$ cat config.mk
export PLATFORM = sky130hd
export DESIGN_NAME = module_control_unit
export DESIGN_NICKNAME = d
export VERILOG_FILES = /design/src/rtl/module_control_unit.sv
export SDC_FILE = /design/constraint.sdc
export NUM_CORES = 1
export LEC_CHECK = 0
export CAP_MARGIN = 20
export CORE_MARGIN = 10
export CORE_UTILIZATION = 57
export CTS_BUF_LIST = sky130_fd_sc_hd__clkbuf_8
export DETAILED_ROUTE_END_ITERATION = 6
export PLACE_DENSITY = 0.83
export SLEW_MARGIN = 20
export SYNTH_ARGS = -nofsm -noshare
export SYNTH_HDL_FRONTEND = slang
export SYNTH_SLANG_ARGS = --single-unit
$ cat constraint.sdc
create_clock -name clk -period 2.3 [get_ports clk]
set_clock_uncertainty 0.1 [all_clocks]
set_input_delay 0.69 -clock clk [delete_from_list [all_inputs] [get_ports clk]]
set_output_delay 0.69 -clock clk [all_outputs]
set_load 0.005 [all_outputs]
$ cat src/rtl/module_control_unit.sv
// rtl/module_control_unit.sv - instruction sequencer feeding the ALU and owning the 16x16 register bank
module module_control_unit #(
  parameter int DW      = 16,
  parameter int NREGS   = 16,
  parameter int ALU_LAT = 2
) (
  input  logic          clk,
  input  logic          rst_n,
  input  logic          enviar,
  input  logic [17:0]   instr,
  input  logic [DW-1:0] valorGuardarULA,
  output logic [2:0]    opcode,
  output logic          sinalImm,
  output logic [5:0]    Imm,
  output logic [DW-1:0] v1ULA,
  output logic [DW-1:0] v2ULA,
  output logic          busy,
  output logic          disp_valid,
  output logic [3:0]    disp_reg,
  output logic [DW-1:0] disp_val
);

  localparam logic [2:0] OP_CLEAR   = 3'b110;
  localparam logic [2:0] OP_DISPLAY = 3'b111;
  localparam logic [3:0] LAST_REG   = 4'(NREGS - 1);
  localparam logic [3:0] EXEC_INIT  = 4'(ALU_LAT - 1);

  typedef enum logic [2:0] {IDLE, FETCH, EXEC, WB, CLR, SHOW, DONE} state_t;

  state_t        state, state_nx;
  logic          enviar_q;
  logic          start;
  logic [3:0]    cnt;
  logic [3:0]    dst;
  logic [DW-1:0] bank [NREGS];

  // Edges seen outside IDLE are simply dropped; enviar_q tracks the level regardless.
  assign start = enviar & ~enviar_q;
  assign busy  = (state != IDLE);

  always_ff @(posedge clk or negedge rst_n) begin
    if (!rst_n) state <= IDLE;
    else        state <= state_nx;
  end

  always_comb begin
    state_nx = state;
    case (state)
      IDLE:  if (start) state_nx = FETCH;
      FETCH: begin
        if (instr[17:15] == OP_CLEAR)        state_nx = CLR;
        else if (instr[17:15] == OP_DISPLAY) state_nx = SHOW;
        else                                 state_nx = EXEC;
      end
      EXEC:  if (cnt == 4'd0) state_nx = WB;
      WB:    state_nx = DONE;
      CLR:   if (cnt == LAST_REG) state_nx = DONE;
      SHOW:  state_nx = DONE;
      DONE:  state_nx = IDLE;
      default: state_nx = IDLE;
    endcase
  end

  always_ff @(posedge clk or negedge rst_n) begin
    if (!rst_n) begin
      enviar_q   <= 1'b1;
      opcode     <= OP_CLEAR;
      sinalImm   <= 1'b0;
      Imm        <= '0;
      v1ULA      <= '0;
      v2ULA      <= '0;
      cnt        <= '0;
      dst        <= '0;
      disp_valid <= 1'b0;
      disp_reg   <= '0;
      disp_val   <= '0;
      for (int i = 0; i < NREGS; i++) bank[i] <= '0;
    end else begin
      enviar_q   <= enviar;
      disp_valid <= 1'b0;
      case (state)
        FETCH: begin
          opcode   <= instr[17:15];
          sinalImm <= instr[6];
          Imm      <= instr[5:0];
          dst      <= instr[14:11];
          // Operands are captured here, so a WB to the same register later cannot disturb them.
          v1ULA    <= bank[instr[10:7]];
          v2ULA    <= bank[instr[6:3]];
          cnt      <= (instr[17:15] == OP_CLEAR) ? 4'd0 : EXEC_INIT;
        end
        EXEC: if (cnt != 4'd0) cnt <= cnt - 4'd1;
        WB: begin
          bank[dst]  <= valorGuardarULA;
          disp_reg   <= dst;
          disp_val   <= valorGuardarULA;
          disp_valid <= 1'b1;
        end
        CLR: begin
          bank[cnt] <= '0;
          cnt       <= cnt + 4'd1;
          if (cnt == LAST_REG) begin
            disp_reg   <= '0;
            disp_val   <= '0;
            disp_valid <= 1'b1;
          end
        end
        SHOW: begin
          disp_reg   <= dst;
          disp_val   <= bank[dst];
          disp_valid <= 1'b1;
        end
        default: ;
      endcase
    end
  end

endmodule
==> results of run 1 <==
==> routing by layer <==
| layer | vias to the layer above | wire, um |
|---|---|---|
| met5 | - | 61 |
| met4 | 2 | 4267 |
| met3 | 334 | 9876 |
| met2 | 1363 | 29020 |
| met1 | 7517 | 21970 |
| li1 | 5633 | - |
==> cell usage after synthesis, types with 3 or more instances <==
cell type and instances:
a21oi_1 24, mux2i_1 33, buf_2 56, a22o_1 260
nor3_1 33, nor4_4 4, clkbuf_1 71, dfrtp_1 328
a221oi_1 3, a211o_1 16, buf_1 17, a21o_1 4
nand2_1 7, mux2_2 45, a221o_1 32, buf_6 8
nand2b_1 6, o21ai_0 6, nor2b_1 4, a22oi_1 32
mux4_2 192, nor2_1 11, a21oi_2 13, buf_4 6
inv_1 6, nor3_2 13, dfstp_2 3, and3_1 18
==> final timing paths <==
| kind | start | endpoint | slack (ns) | cells after the start |
|---|---|---|---|---|
| max | state[1]$_DFFE_PN0P_ | busy | -0.13 | 3 |
| min | sinalImm$_DFFE_PN0P_ | sinalImm$_DFFE_PN0P_ | 0.39 | 1 |
| max reg2reg | state[1]$_DFFE_PN0P_ | bank[228]$_DFFE_PN0P_ | 0.01 | 6 |
| min reg2reg | sinalImm$_DFFE_PN0P_ | sinalImm$_DFFE_PN0P_ | 0.39 | 1 |
| max in group asynchronous | rst_n | opcode[2]$_DFFE_PN1P_ | 0.91 | 3 |
| min in group asynchronous | rst_n | bank[56]$_DFFE_PN0P_ | 0.44 | 2 |
==> layout make-up <==
type | instances | area (um^2)
clock buffers | 73 | 1005
fillers | 1995 | 9467
well taps | 402 | 503.0
repair buffers | 262 | 2788
multi-input cells | 783 | 9423
clock inverters | 27 | 206.4
diodes | 1 | 2.502
inverters | 8 | 30.03
flip-flops and latches | 331 | 8294
==> worst reg2reg max path: stages, from the launching register on <==
cell     delay, ns
dfrtp_1       0.39
or3b_1        0.43
buf_4         0.20
nor3_2        0.28
a21oi_2       0.32
buf_12        0.26
a22o_1        0.20
==> logic make-up (layout without fill, tap and decap cells) <==
group           Yosys count  count (layout)  synth area share
flops                   331             331            0.4500
buf+inv                 168             370           0.04267
mux                     270             270            0.2803
compound gates          399             399            0.1829
xor+xnor                  2               2         0.0009513
simple gates            108             108           0.04029
other cells               0               1                 0
fa+ha+maj                 4               4          0.002989
==> power by group through the flow <==
stage                     registers [W]  logic (W)  clock network, W
after floorplan                 0.00981    0.00796                 0
after global placement           0.0106     0.0110                 0
after detailed placement         0.0108     0.0113                 0
after CTS                        0.0108     0.0114           0.00569
after global routing             0.0112     0.0124           0.00598
final                            0.0109     0.0118           0.00571
==> through the flow <==
stage	hold slack, ns	power [W]	util	TNS [ns]	instances
2_1_floorplan	0.2944	0.01777	-	0	1282
3_3_place_gp	0.3623	0.02159	0.6563	-3.562	1767
3_5_place_dp	0.3722	0.02211	0.6565	-6.167	1767
4_1_cts	0.3859	0.02787	0.6971	-0.1419	1878
5_1_grt	0.4077	0.02955	0.7015	-0.1984	1886
6_report	0.3925	0.02846	0.7015	-0.1288	1887
==> repair_timing <==
action / 4_1_cts / 5_1_grt
gates resized for setup: 49 / 18
endpoints found under the setup margin: 79 / 56
pin swaps: 0 / 1
hold buffers: 1 / 0
setup buffers: 10 / 8
endpoints found under the hold margin: 32 / 0
==> results.yml, run 1 <==
run_status:
  outcome: "finished, violations left"
  violations: "negative setup slack"
critical_path:
  startpoint_type: "register"
  crit_arrival_ns: 1.64
  slowest_stage: "dfrtp_1"
  required_ns: 1.51
  critical_path.max_stage_delay_ns: 0.39
  cpLargestDelayFamily: "flip-flops"
  crit_fanout: 4
  path_common_cell: "buf_6"
  criticalPathCategory: "register to output pin"
  crit_path_end_kind: "output pin"
  cp_num_buf_inv: 2
  path_cells: "buf_6, or3_4, buf_6"
sta:
  finalSetupViolations: 1
  rsz0062_at_grt: "true"
  fin_crit_sh: 1.056
  worst_slack_ns: -0.1288
  relSlewSlack: 0.3731
  worst_pin_slew_ns: 0.9404
  min_period_ns: 2.429
  drv_slew: 0
  fmax_mhz: 411.7
  hold_violations: 0
clock_network:
  clock_latency_ns: 0.62
  cts_tree: "built"
  ctsHtreeMaxLevel: 2
  numCtsBuffers: 55
  clk_path_buf_depth: 3
  clk_pin_slew_ns: 0.06
  ctsRootBufferMaster: "clkbuf_8"
  clock-sinks: 331
die:
  coreArea_um2: 31720
  ioPinCount: 101
  die_width_um: 199.8
  rows: 65
  dieArea_um2: 39900
  fp.dieH_um: 199.8
  initial_core_util: 0.5806
global_routing:
  met2_usage: 0.4782
  met3_usage: 0.1395
  grt_busiest_layer: "met2"
  grt_pass1_vias: 15390
  grt_use_total: 0.3287
  grt_util_met1: 0.4036
  grt_max_degree: 72
  grt_overflow_total: 0
  grt_pass1_wl_mm: 97.88
  antenna_found_initial: 0
synth:
  ys_seq_area_frac: 0.4500
  synth.distinct_cells: 49
  syn_area_um2: 18420
  yosys-top-cells-area: "dfrtp_1 45%, mux4_2 23%, a22o_1 12%, mux2_2 2.8%, mux2i_1 1.8%"
  async_reset_ff_frac: 1.000
  yosys_warnings: 0
  yosys.area.top_type: "dfrtp_1"
  synth_edf_count: 0
  netlist_instances: 1282
  synth_nets: 1322
  netlist.area_leader.share: 0.4457
  ys_ff_latch: 331
  ys.flop_type: "dfrtp_1"
  synth_area_per_cell_um2: 14.37
final_layout:
  mostFrequentLayoutCell: "dfrtp_1"
  layout_common_cells: "326 x dfrtp_1, 260 x a22o_1, 192 x mux4_2, 112 x buf_4, 73 x clkbuf_8"
  area_growth_pct: 20.82
  largest_register: "bank"
  finalNetCount: 1481
  fin_area_um2: 22250
  drive_gt1_frac: 0.3666
  largest_reg_flops: 256
power_and_ir_drop:
  p_comb_frac: 0.416
  p_int_w: 0.01814
  power.share.sequential: 0.384
  power_frac_clock: 0.201
  vdd_drop_max_uv: 655.1
  power_switching_w: 0.01032
  powerDensity_nw_per_um2: 1279
  power_leakage_nw: 10.09
  p_sw_frac: 0.3626
route:
  finalWirelength_mm: 65.19
  detail-route-antenna-nets: 0
  dr.first_iter.drc_count: 2182
  drc: 0
  detail_route.wl_per_cell_um: 34.55
  drt-vias-per-instance: 7.869
  vias: 14850
  drt_first_pass_iters: 6
hold_path:
  hp-class: "register to register"
job:
  drv_cap: 0
placement:
  dpl-instance-area_um2: 20820
  dp_slack_ns: -0.1863
  io_buffer_count: 100
  gp_congestion: 0.9279
  hpwl_mm: 40.54
Note: power is estimated with default switching activity, not from simulation.
==> run 2: changes to the inputs <==
--- a/config.mk
+++ b/config.mk
@@ -7,10 +7,9 @@
 export LEC_CHECK = 0
 export CAP_MARGIN = 20
 export CORE_MARGIN = 10
-export CORE_UTILIZATION = 57
-export CTS_BUF_LIST = sky130_fd_sc_hd__clkbuf_8
+export CORE_UTILIZATION = 55
 export DETAILED_ROUTE_END_ITERATION = 6
-export PLACE_DENSITY = 0.83
+export PLACE_DENSITY = 0.8
 export SLEW_MARGIN = 20
 export SYNTH_ARGS = -nofsm -noshare
 export SYNTH_HDL_FRONTEND = slang
==> run 2 against run 1 <==
Effect of this change: the flow finishes with violations (design-rule violations, negative hold slack, negative setup slack); setup slack improved by 0.096 ns; final area decreased by 0.40%; first-iteration DRC count increased by 2.9%; critical endpoint unchanged; wire length increased by 1.1%; count of clock-buffer cells in the layout decreased by 15; cell count increased by 0.64%; total power about the same; utilization decreased by 2.6 points; non-clock buffer count increased by 7; sequential power about the same; hold slack got worse by 0.41 ns.
==> results.yml, run 2 (synthesized netlist as in run 1, its figures left out) <==
run_status:
  outcome: "finished, violations left"
  violations: "design-rule violations, negative hold slack, negative setup slack"
die:
  rows: 66
  fp.dieH_um: 203.0
  dieArea_um2: 41200
  ioPinCount: 101
  coreArea_um2: 32780
  initial_core_util: 0.5618
  die_width_um: 203.0
critical_path:
  crit_fanout: 4
  critical_path.max_stage_delay_ns: 0.40
  path_cells: "buf_6, or3_1, buf_2"
  crit_path_end_kind: "output pin"
  startpoint_type: "register"
  required_ns: 1.51
  slowest_stage: "dfrtp_1"
  criticalPathCategory: "register to output pin"
  crit_arrival_ns: 1.54
sta:
  worst_pin_slew_ns: 0.8411
  hold_ws_ns: -0.01993
  hold_violations: 8
  rsz0062_at_grt: "true"
  finalSetupViolations: 1
  min_period_ns: 2.333
  fin_crit_sh: 1.014
  worst_slack_ns: -0.03263
  drv_slew: 0
  fmax_mhz: 428.7
  relSlewSlack: 0.4380
final_layout:
  drive_gt1_frac: 0.3512
  layout_common_cells: "325 x dfrtp_1, 260 x a22o_1, 192 x mux4_2, 134 x buf_4, 86 x clkdlybuf4s50_1"
  mostFrequentLayoutCell: "dfrtp_1"
  largest_register: "bank"
  area_growth_pct: 20.33
  finalNetCount: 1469
  fin_area_um2: 22160
  largest_reg_flops: 256
hold_path:
  hp-class: "input port to asynchronous set/reset pin"
power_and_ir_drop:
  p_comb_frac: 0.417
  vdd_drop_max_uv: 620.8
  powerDensity_nw_per_um2: 1284
  p_sw_frac: 0.3571
  power_leakage_nw: 9.680
  p_int_w: 0.01830
  power_frac_clock: 0.198
  power_switching_w: 0.01016
  power.share.sequential: 0.385
  design_power_total_w: 0.02846
route:
  vias: 14770
  drt-vias-per-instance: 7.779
  detail-route-antenna-nets: 0
  dr.first_iter.drc_count: 2246
  finalWirelength_mm: 65.90
  drc: 4
  drt_first_pass_iters: 7
  detail_route.wl_per_cell_um: 34.70
global_routing:
  grt_max_degree: 55
  grt_pass1_vias: 15250
  antenna_found_initial: 1
  grt_pass1_wl_mm: 98.97
  grt_use_total: 0.3165
  grt_overflow_total: 0
clock_network:
  cts_tree: "built"
  clock-sinks: 331
  ctsHtreeMaxLevel: 2
  clk_pin_slew_ns: 0.06
  numCtsBuffers: 36
  clock_latency_ns: 0.53
  clk_path_buf_depth: 3
  ctsRootBufferMaster: "clkbuf_16"
  ctsHoldBuffers: 0
job:
  drv_cap: 0
placement:
  hpwl_mm: 41.47
  gp_congestion: 0.9273
  dpl-instance-area_um2: 20850
  io_buffer_count: 100
run 2: cell count changes in the layout (fill, tap and decap cells not counted), moves of 14 or more:
cell / before / now
dlygate4sd2_1: 38 / 5
clkbuf_8: 73 / 6
clkbuf_16: 0 / 39
clkbuf_1: 0 / 14
clkdlybuf4s50_1: 44 / 86
buf_4: 112 / 134
run 2: per-stage QoR:
step / utilization / setup WS (ns) / TNS [ns] / instances
3_5_place_dp: 0.6360 / -0.1937 / -6.137 / 1823
4_1_cts: 0.6714 / -0.04296 / -0.04374 / 1887
2_1_floorplan: - / 0.003853 / 0 / 1282
6_report: 0.6760 / -0.03263 / -0.03263 / 1899
3_3_place_gp: 0.6360 / -0.1500 / -3.609 / 1823
5_1_grt: 0.6758 / -0.06172 / -0.09832 / 1897
run 2: layout make-up:
class	instances	area [um^2]
well taps	442	553.0
inverters	8	30.03
clock inverters	6	46.29
flip-flops and latches	331	8295
multi-input cells	783	9424
repair buffers	269	2721
diodes	2	5.005
clock buffers	58	1086
fillers	2191	10620
run 2: power groups by stage:
stage	clock network [W]	logic [W]	registers [W]
after CTS	0.00562	0.0114	0.0108
after detailed placement	0	0.0113	0.0108
after floorplan	0	0.00796	0.00981
after global routing	0.00588	0.0124	0.0112
after global placement	0	0.0110	0.0106
final	0.00564	0.0119	0.0110
run 2: path summary, 6_finish.rpt:
path,slack (ns),cells after the start,to,from
setup / recovery,-0.03,3,busy,state[1]$_DFFE_PN0P_
hold / removal,-0.02,1,v2ULA[13]$_DFFE_PN0P_,rst_n
setup reg to reg,0.02,5,disp_val[11]$_DFFE_PN0P_,dst[0]$_DFFE_PN0P_
hold reg to reg,0.39,1,sinalImm$_DFFE_PN0P_,sinalImm$_DFFE_PN0P_
max in group asynchronous,1.42,2,opcode[1]$_DFFE_PN1P_,rst_n
min in group clk,0.39,1,sinalImm$_DFFE_PN0P_,sinalImm$_DFFE_PN0P_
run 2: layer usage:
layer,part of all wire,global-route usage
met5,0,0
met4,0.068,0.1788
met1,0.34,0.3945
met2,0.44,0.4690
met3,0.15,0.1180
run 2: critical path, delay by kind of cell, from the launching register on:
kind	cells	cell delay, ns
buffers and inverters	2	0.27
flip-flops	1	0.40
AND/OR/NAND/NOR	1	0.36
run 2: repair_timing:
item	4_1_cts	5_1_grt
gates cloned	0	1
endpoints found under the setup margin	55	11
pin swaps	0	2
resized for setup	16	8
setup buffers	0	9
==> run 3: changes to the inputs <==
--- a/config.mk
+++ b/config.mk
@@ -10,6 +10,7 @@
 export CORE_UTILIZATION = 55
 export DETAILED_ROUTE_END_ITERATION = 6
 export PLACE_DENSITY = 0.8
+export SKIP_LAST_GASP = 1
 export SLEW_MARGIN = 20
 export SYNTH_ARGS = -nofsm -noshare
 export SYNTH_HDL_FRONTEND = slang
==> run 3 against run 2 <==
Effect of this change: the run still ends with design-rule violations, negative hold slack, negative setup slack left; utilization decreased by 0.076 points; maximum frequency increased by 0.15%; first-iteration DRC count decreased by 3.3%; total power about the same; critical path depth unchanged; final area decreased by 0.11%; via count increased by 0.28%; setup slack improved by 0.0035 ns; cell count decreased by 0.16%; wire length decreased by 0.11%; non-clock buffer count decreased by 2; critical endpoint unchanged; largest cell class unchanged.
==> results.yml, run 3 (synthesized netlist as in run 1, its figures left out) <==
run_status:
  outcome: "finished, violations left"
  violations: "design-rule violations, negative hold slack, negative setup slack"
final_layout:
  layout_common_cells: "325 x dfrtp_1, 260 x a22o_1, 192 x mux4_2, 132 x buf_4, 86 x clkdlybuf4s50_1"
  fin_area_um2: 22140
  largest_register: "bank"
  fin_cells: 1896
  finalNetCount: 1467
  area_growth_pct: 20.20
  mostFrequentLayoutCell: "dfrtp_1"
  largest_reg_flops: 256
  drive_gt1_frac: 0.3503
sta:
  worst_pin_slew_ns: 0.8528
  hold_ws_ns: -0.01075
  worst_slack_ns: -0.02916
  hold_violations: 7
  finalSetupViolations: 1
  rsz0062_at_grt: "true"
  fmax_mhz: 429.3
  totalNegativeSetupSlack_ns: -0.02916
  fin_crit_sh: 1.013
  relSlewSlack: 0.4302
  drv_slew: 0
  min_period_ns: 2.329
placement:
  dp.cells: 1823
  dpl-instance-area_um2: 20850
  io_buffer_count: 100
  hpwl_mm: 41.47
  gp_congestion: 0.9273
route:
  finalWirelength_mm: 65.83
  vias: 14810
  drt_first_pass_iters: 7
  drt-vias-per-instance: 7.813
  dr.first_iter.drc_count: 2172
  detail-route-antenna-nets: 0
  drc: 5
  detail_route.wl_per_cell_um: 34.72
critical_path:
  critical_path.max_stage_delay_ns: 0.40
  reg2reg_depth: 7
  crit_arrival_ns: 1.54
  required_ns: 1.51
  crit_path_end_kind: "output pin"
  path_cells: "buf_6, or3_1, buf_2"
  slowest_stage: "dfrtp_1"
  startpoint_type: "register"
  crit_fanout: 4
  criticalPathCategory: "register to output pin"
global_routing:
  antenna_found_initial: 1
  grt_pass1_wl_mm: 98.89
  grt_pass1_vias: 15250
  grt_max_degree: 55
  grt_overflow_total: 0
  grt_use_total: 0.3162
clock_network:
  clk_path_buf_depth: 3
  clk_pin_slew_ns: 0.06
  cts_tree: "built"
  ctsRootBufferMaster: "clkbuf_16"
  numCtsBuffers: 36
  clock-sinks: 331
  ctsHtreeMaxLevel: 2
  clock_latency_ns: 0.52
die:
  initial_core_util: 0.5618
  fp.dieH_um: 203.0
  die_width_um: 203.0
  rows: 66
  coreArea_um2: 32780
  ioPinCount: 101
  dieArea_um2: 41200
job:
  drv_cap: 0
power_and_ir_drop:
  design_power_total_w: 0.02845
  powerDensity_nw_per_um2: 1285
  vdd_drop_max_uv: 618.2
  power_leakage_nw: 9.667
hold_path:
  hp-class: "input port to asynchronous set/reset pin"
==> run 3: cell count changes in the layout (fill, tap and decap cells not counted), sizes merged <==
cell and delta:
diode -1, buf -2
==> run 3: power by group <==
group | leakage (nW) | switching, W | internal, W | total (W)
sequential | 4.49 | 0.00270 | 0.00825 | 0.0109
clock | 0.547 | 0.00240 | 0.00324 | 0.00564
combinational | 4.63 | 0.00506 | 0.00680 | 0.0119
==> run 3: final cells by class <==
cell class                      instances  area (um^2)
Fill cell                            2195        10650
Multi-Input combinational cell        783         9417
Sequential cell                       331         8295
Timing Repair Buffer                  267         2706
Clock buffer                           58         1086
Tap cell                              442        553.0
Clock inverter                          6        46.29
Inverter                                8        30.03
Antenna cell                            1        2.502
==> run 3: worst max-delay path: cells and delay by family, from the launching register on <==
kind / cells / cell delay, ns
buffers and inverters: 2 / 0.27
and+or+nand+nor: 1 / 0.36
DFF: 1 / 0.40
==> run 3: worst paths after layout <==
kind	endpoint	slack, ns	start
worst max register to register	bank[16]$_DFFE_PN0P_	0.03	dst[0]$_DFFE_PN0P_
max in group asynchronous	opcode[1]$_DFFE_PN1P_	1.42	rst_n
worst min-delay path	bank[60]$_DFFE_PN0P_	-0.01	rst_n
worst max-delay path	busy	-0.03	state[1]$_DFFE_PN0P_
min in group clk	sinalImm$_DFFE_PN0P_	0.39	sinalImm$_DFFE_PN0P_
worst min register to register	sinalImm$_DFFE_PN0P_	0.39	sinalImm$_DFFE_PN0P_
==> run 3: repair_timing <==
item | in CTS | in global routing
cloned | 0 | 1
buffers inserted | 0 | 7
pin swaps | 0 | 1
resized for setup | 15 | 8
setup endpoints to repair | 55 | 7
hold buffers | 0 | 0
==> run 3: stage by stage <==
stage / setup WS [ns] / utilization
after floorplan: 0.003853 / -
after global placement: -0.1500 / 0.6360
after detailed placement: -0.1937 / 0.6360
after CTS: -0.05615 / 0.6713
after global routing: -0.06182 / 0.6751
final: -0.02916 / 0.6752
==> run 3: layer usage <==
layer,routed length (um),track usage,vias to the layer above
li1,-,-,5594
met1,22160,0.3935,7459
met2,29320,0.4681,1402
met3,9882,0.1172,358
met4,4468,0.1828,0
met5,0,0,-
==> RTL edit, RTL diff (flow settings as in run 1) <==
Make the reset (`rst_n`) synchronous in 2 clocked blocks.
--- a/src/rtl/module_control_unit.sv
+++ b/src/rtl/module_control_unit.sv
@@ -38,7 +38,7 @@
   assign start = enviar & ~enviar_q;
   assign busy  = (state != IDLE);
 
-  always_ff @(posedge clk or negedge rst_n) begin
+  always_ff @(posedge clk) begin
     if (!rst_n) state <= IDLE;
     else        state <= state_nx;
   end
@@ -61,7 +61,7 @@
     endcase
   end
 
-  always_ff @(posedge clk or negedge rst_n) begin
+  always_ff @(posedge clk) begin
     if (!rst_n) begin
       enviar_q   <= 1'b1;
       opcode     <= OP_CLEAR;
Function: differs if rst_n is asserted again (counterexample within 4 cycles, from zero or initial values and one cycle with rst_n low); with rst_n held inactive, the same outputs for 4 cycles.
==> RTL edit against run 1 <==
The flow still finishes with violations (setup timing); first-iteration DRC count down 6.7%; cell area decreased by 0.33%; core utilization rose by 0.13 points; sequential cell count up 4; routed wire length decreased by 7.5%; via count shrank 6.7%; count of clock-buffer cells in the layout decreased by 17; synthesized cell count rose by 1.1%; worst setup slack improved by 0.13 ns; area after synthesis down 1.3%; highest routed layer unchanged.
Power is not compared: it rests on default switching activity, and its combinational part moved more than twofold at a synthesized area within 25%.
==> RTL edit: results (changes against run 1) <==
* Status: complete, but fails checks
* Failing checks: setup timing
* Worst setup startpoint: v2ULA[0]
* Cell family with most CP delay: buffers and inverters
* WP data arrival at 1.51 ns (-0.13 ns)
* Final setup fails at 1 (unchanged)
* Async SR Flop Fraction at 0% (-100 points)
* Max-slew headroom at 60.1% (+23 points)
* Met3 Wirelength at 9550 microns (-3.4%)
* Vias in the first global route at 13751 (-11%)
* Initial antenna violation count at 1 (+1)
* Remaining DRCs at 0 (unchanged)
* Slowest-stage cell, CP: clkdlybuf4s50_1
* CP max FO at 2 (-2)
* Max reg flops at 256 (unchanged)
* Post-synth top flop: edfxtp_1
* Share of cells above drive strength 1 at 30.3% (-6.4 points)
* Final #Nets at 1480 (-0.068%)
* Clock root cell: clkbuf_8
* Synth cell count leaders: 283 x nor2_1, 256 x edfxtp_1, 192 x mux4_2
* Hold_sp: Imm[2]
* Synth cell types at 55 (+12%)
* DR WL/cell at 31.9 microns (-7.5%)
* YS warnings at 0 (unchanged)
* Max clock buf depth at 3 (unchanged)
* Largest net degree at the start of global routing at 58 (-19%)
* CTS Buf Count at 53 (-3.6%)
* Met2 WL post-DR at 28200 microns (-2.9%)
* Max stage delay on crit path at 0.52 ns (+0.13 ns)
* Reg-to-reg startpoint: state[1]
* Port Buffer Count at 100 (unchanged)
* GP Congestion at 0.954 (+2.8%)
* First-pass GRT wire length at 88600 microns (-9.5%)
* GR Util met1 at 36.2% (-4.1 points)
* Uppermost routed layer: met5
* Placed cells at 1784 (+0.96%)
* Post-route insts no fill at 1888 (+0.053%)
* Lkg Pwr at a little over 8 nW
* GRT Total Usage at 30.5% (-2.4 points)
* Worst min path class: flip-flop to flip-flop
* M2 GR Usage at 48.3% (+0.50 points)
* Area after DPL at 21000 sq um (+0.75%)
* Sequential fraction of the synthesis area at 51.0% (+6.0 points)
* Reg with most FFs: bank
* Number of synthesized flops with an enable pin at 256 (+256)
* Via-to-Cell Ratio at 7.34 (-6.8%)
* Peak VDD IR at between 400 and 500 uV
* Metal1 wirelength at 18500 microns (-16%)
* Fin worst setup slack at -0.00374 ns (+0.125 ns)
* CTS H-Tree Depth at 2 (unchanged)
* HPWL after detailed placement at 37800 microns (-6.8%)
* Clk_lat worst skew at roughly 0.63 ns
* Synth Instances at 1296 (+1.1%)
* Ranking of synthesized cells by area: edfxtp_1 42%, mux4_2 24%, dfxtp_1 8.7%
* Grt met3 use at 9.55% (-4.4 points)
* Initial DRC Count at 2035 (-6.7%)
* Clock transition at path regs at around 0.07 ns
-- RTL edit: timing repair --
item | CTS | global route
pin swaps | 0 | 1
resized for setup | 33 | 15
setup buffers | 2 | 1
hold buffers | 0 | 0
setup endpoints to repair | 18 | 176
-- RTL edit: kinds of logic after synthesis --
group                      share of synthesized area [%]
muxes                                               29.7
buffers and inverters                               3.12
DFF                                                 51.0
xor gates and xnor gates                          0.0963
and+or+nand+nor                                     11.3
AOI/OAI and AO/OA                                   4.56
adders and majority gates                          0.248
-- RTL edit: metrics by stage --
stage	hold WS, ns	setup TNS (ns)	setup WS [ns]
6_report	0.353	-0.00374	-0.00374
5_1_grt	0.376	-0.0195	-0.0132
4_1_cts	0.354	0	0.00131
3_5_place_dp	0.346	-50.63	-0.149
3_3_place_gp	0.342	-37.76	-0.123
2_1_floorplan	0.353	-30.82	-0.141
-- RTL edit: layout make-up --
| class | count | area, sq um |
|---|---|---|
| Fill cell | 1899 | 9380 |
| Inverter | 6 | 25.0 |
| Antenna cell | 2 | 5.00 |
| Clock inverter | 43 | 347 |
| Clock buffer | 56 | 771 |
| Multi-Input combinational cell | 833 | 8630 |
| Tap cell | 402 | 503 |
| Sequential cell | 335 | 9290 |
| Timing Repair Buffer | 211 | 2600 |
-- RTL edit: worst paths after layout --
check / slack, ns / depth (start not counted) / endpoint
max reg2reg: 0.04 / 6 / bank[10][10]
max: -0.004 / 1 / v2ULA[0]
min: 0.35 / 2 / Imm[2]
min reg2reg: 0.35 / 2 / Imm[2]
-- RTL edit: power breakdown --
group          internal [mW]  switching [mW]  total (mW)
clock network           2.94            2.52        5.47
logic                   1.71            1.85        3.55
registers               6.87           0.344        7.21
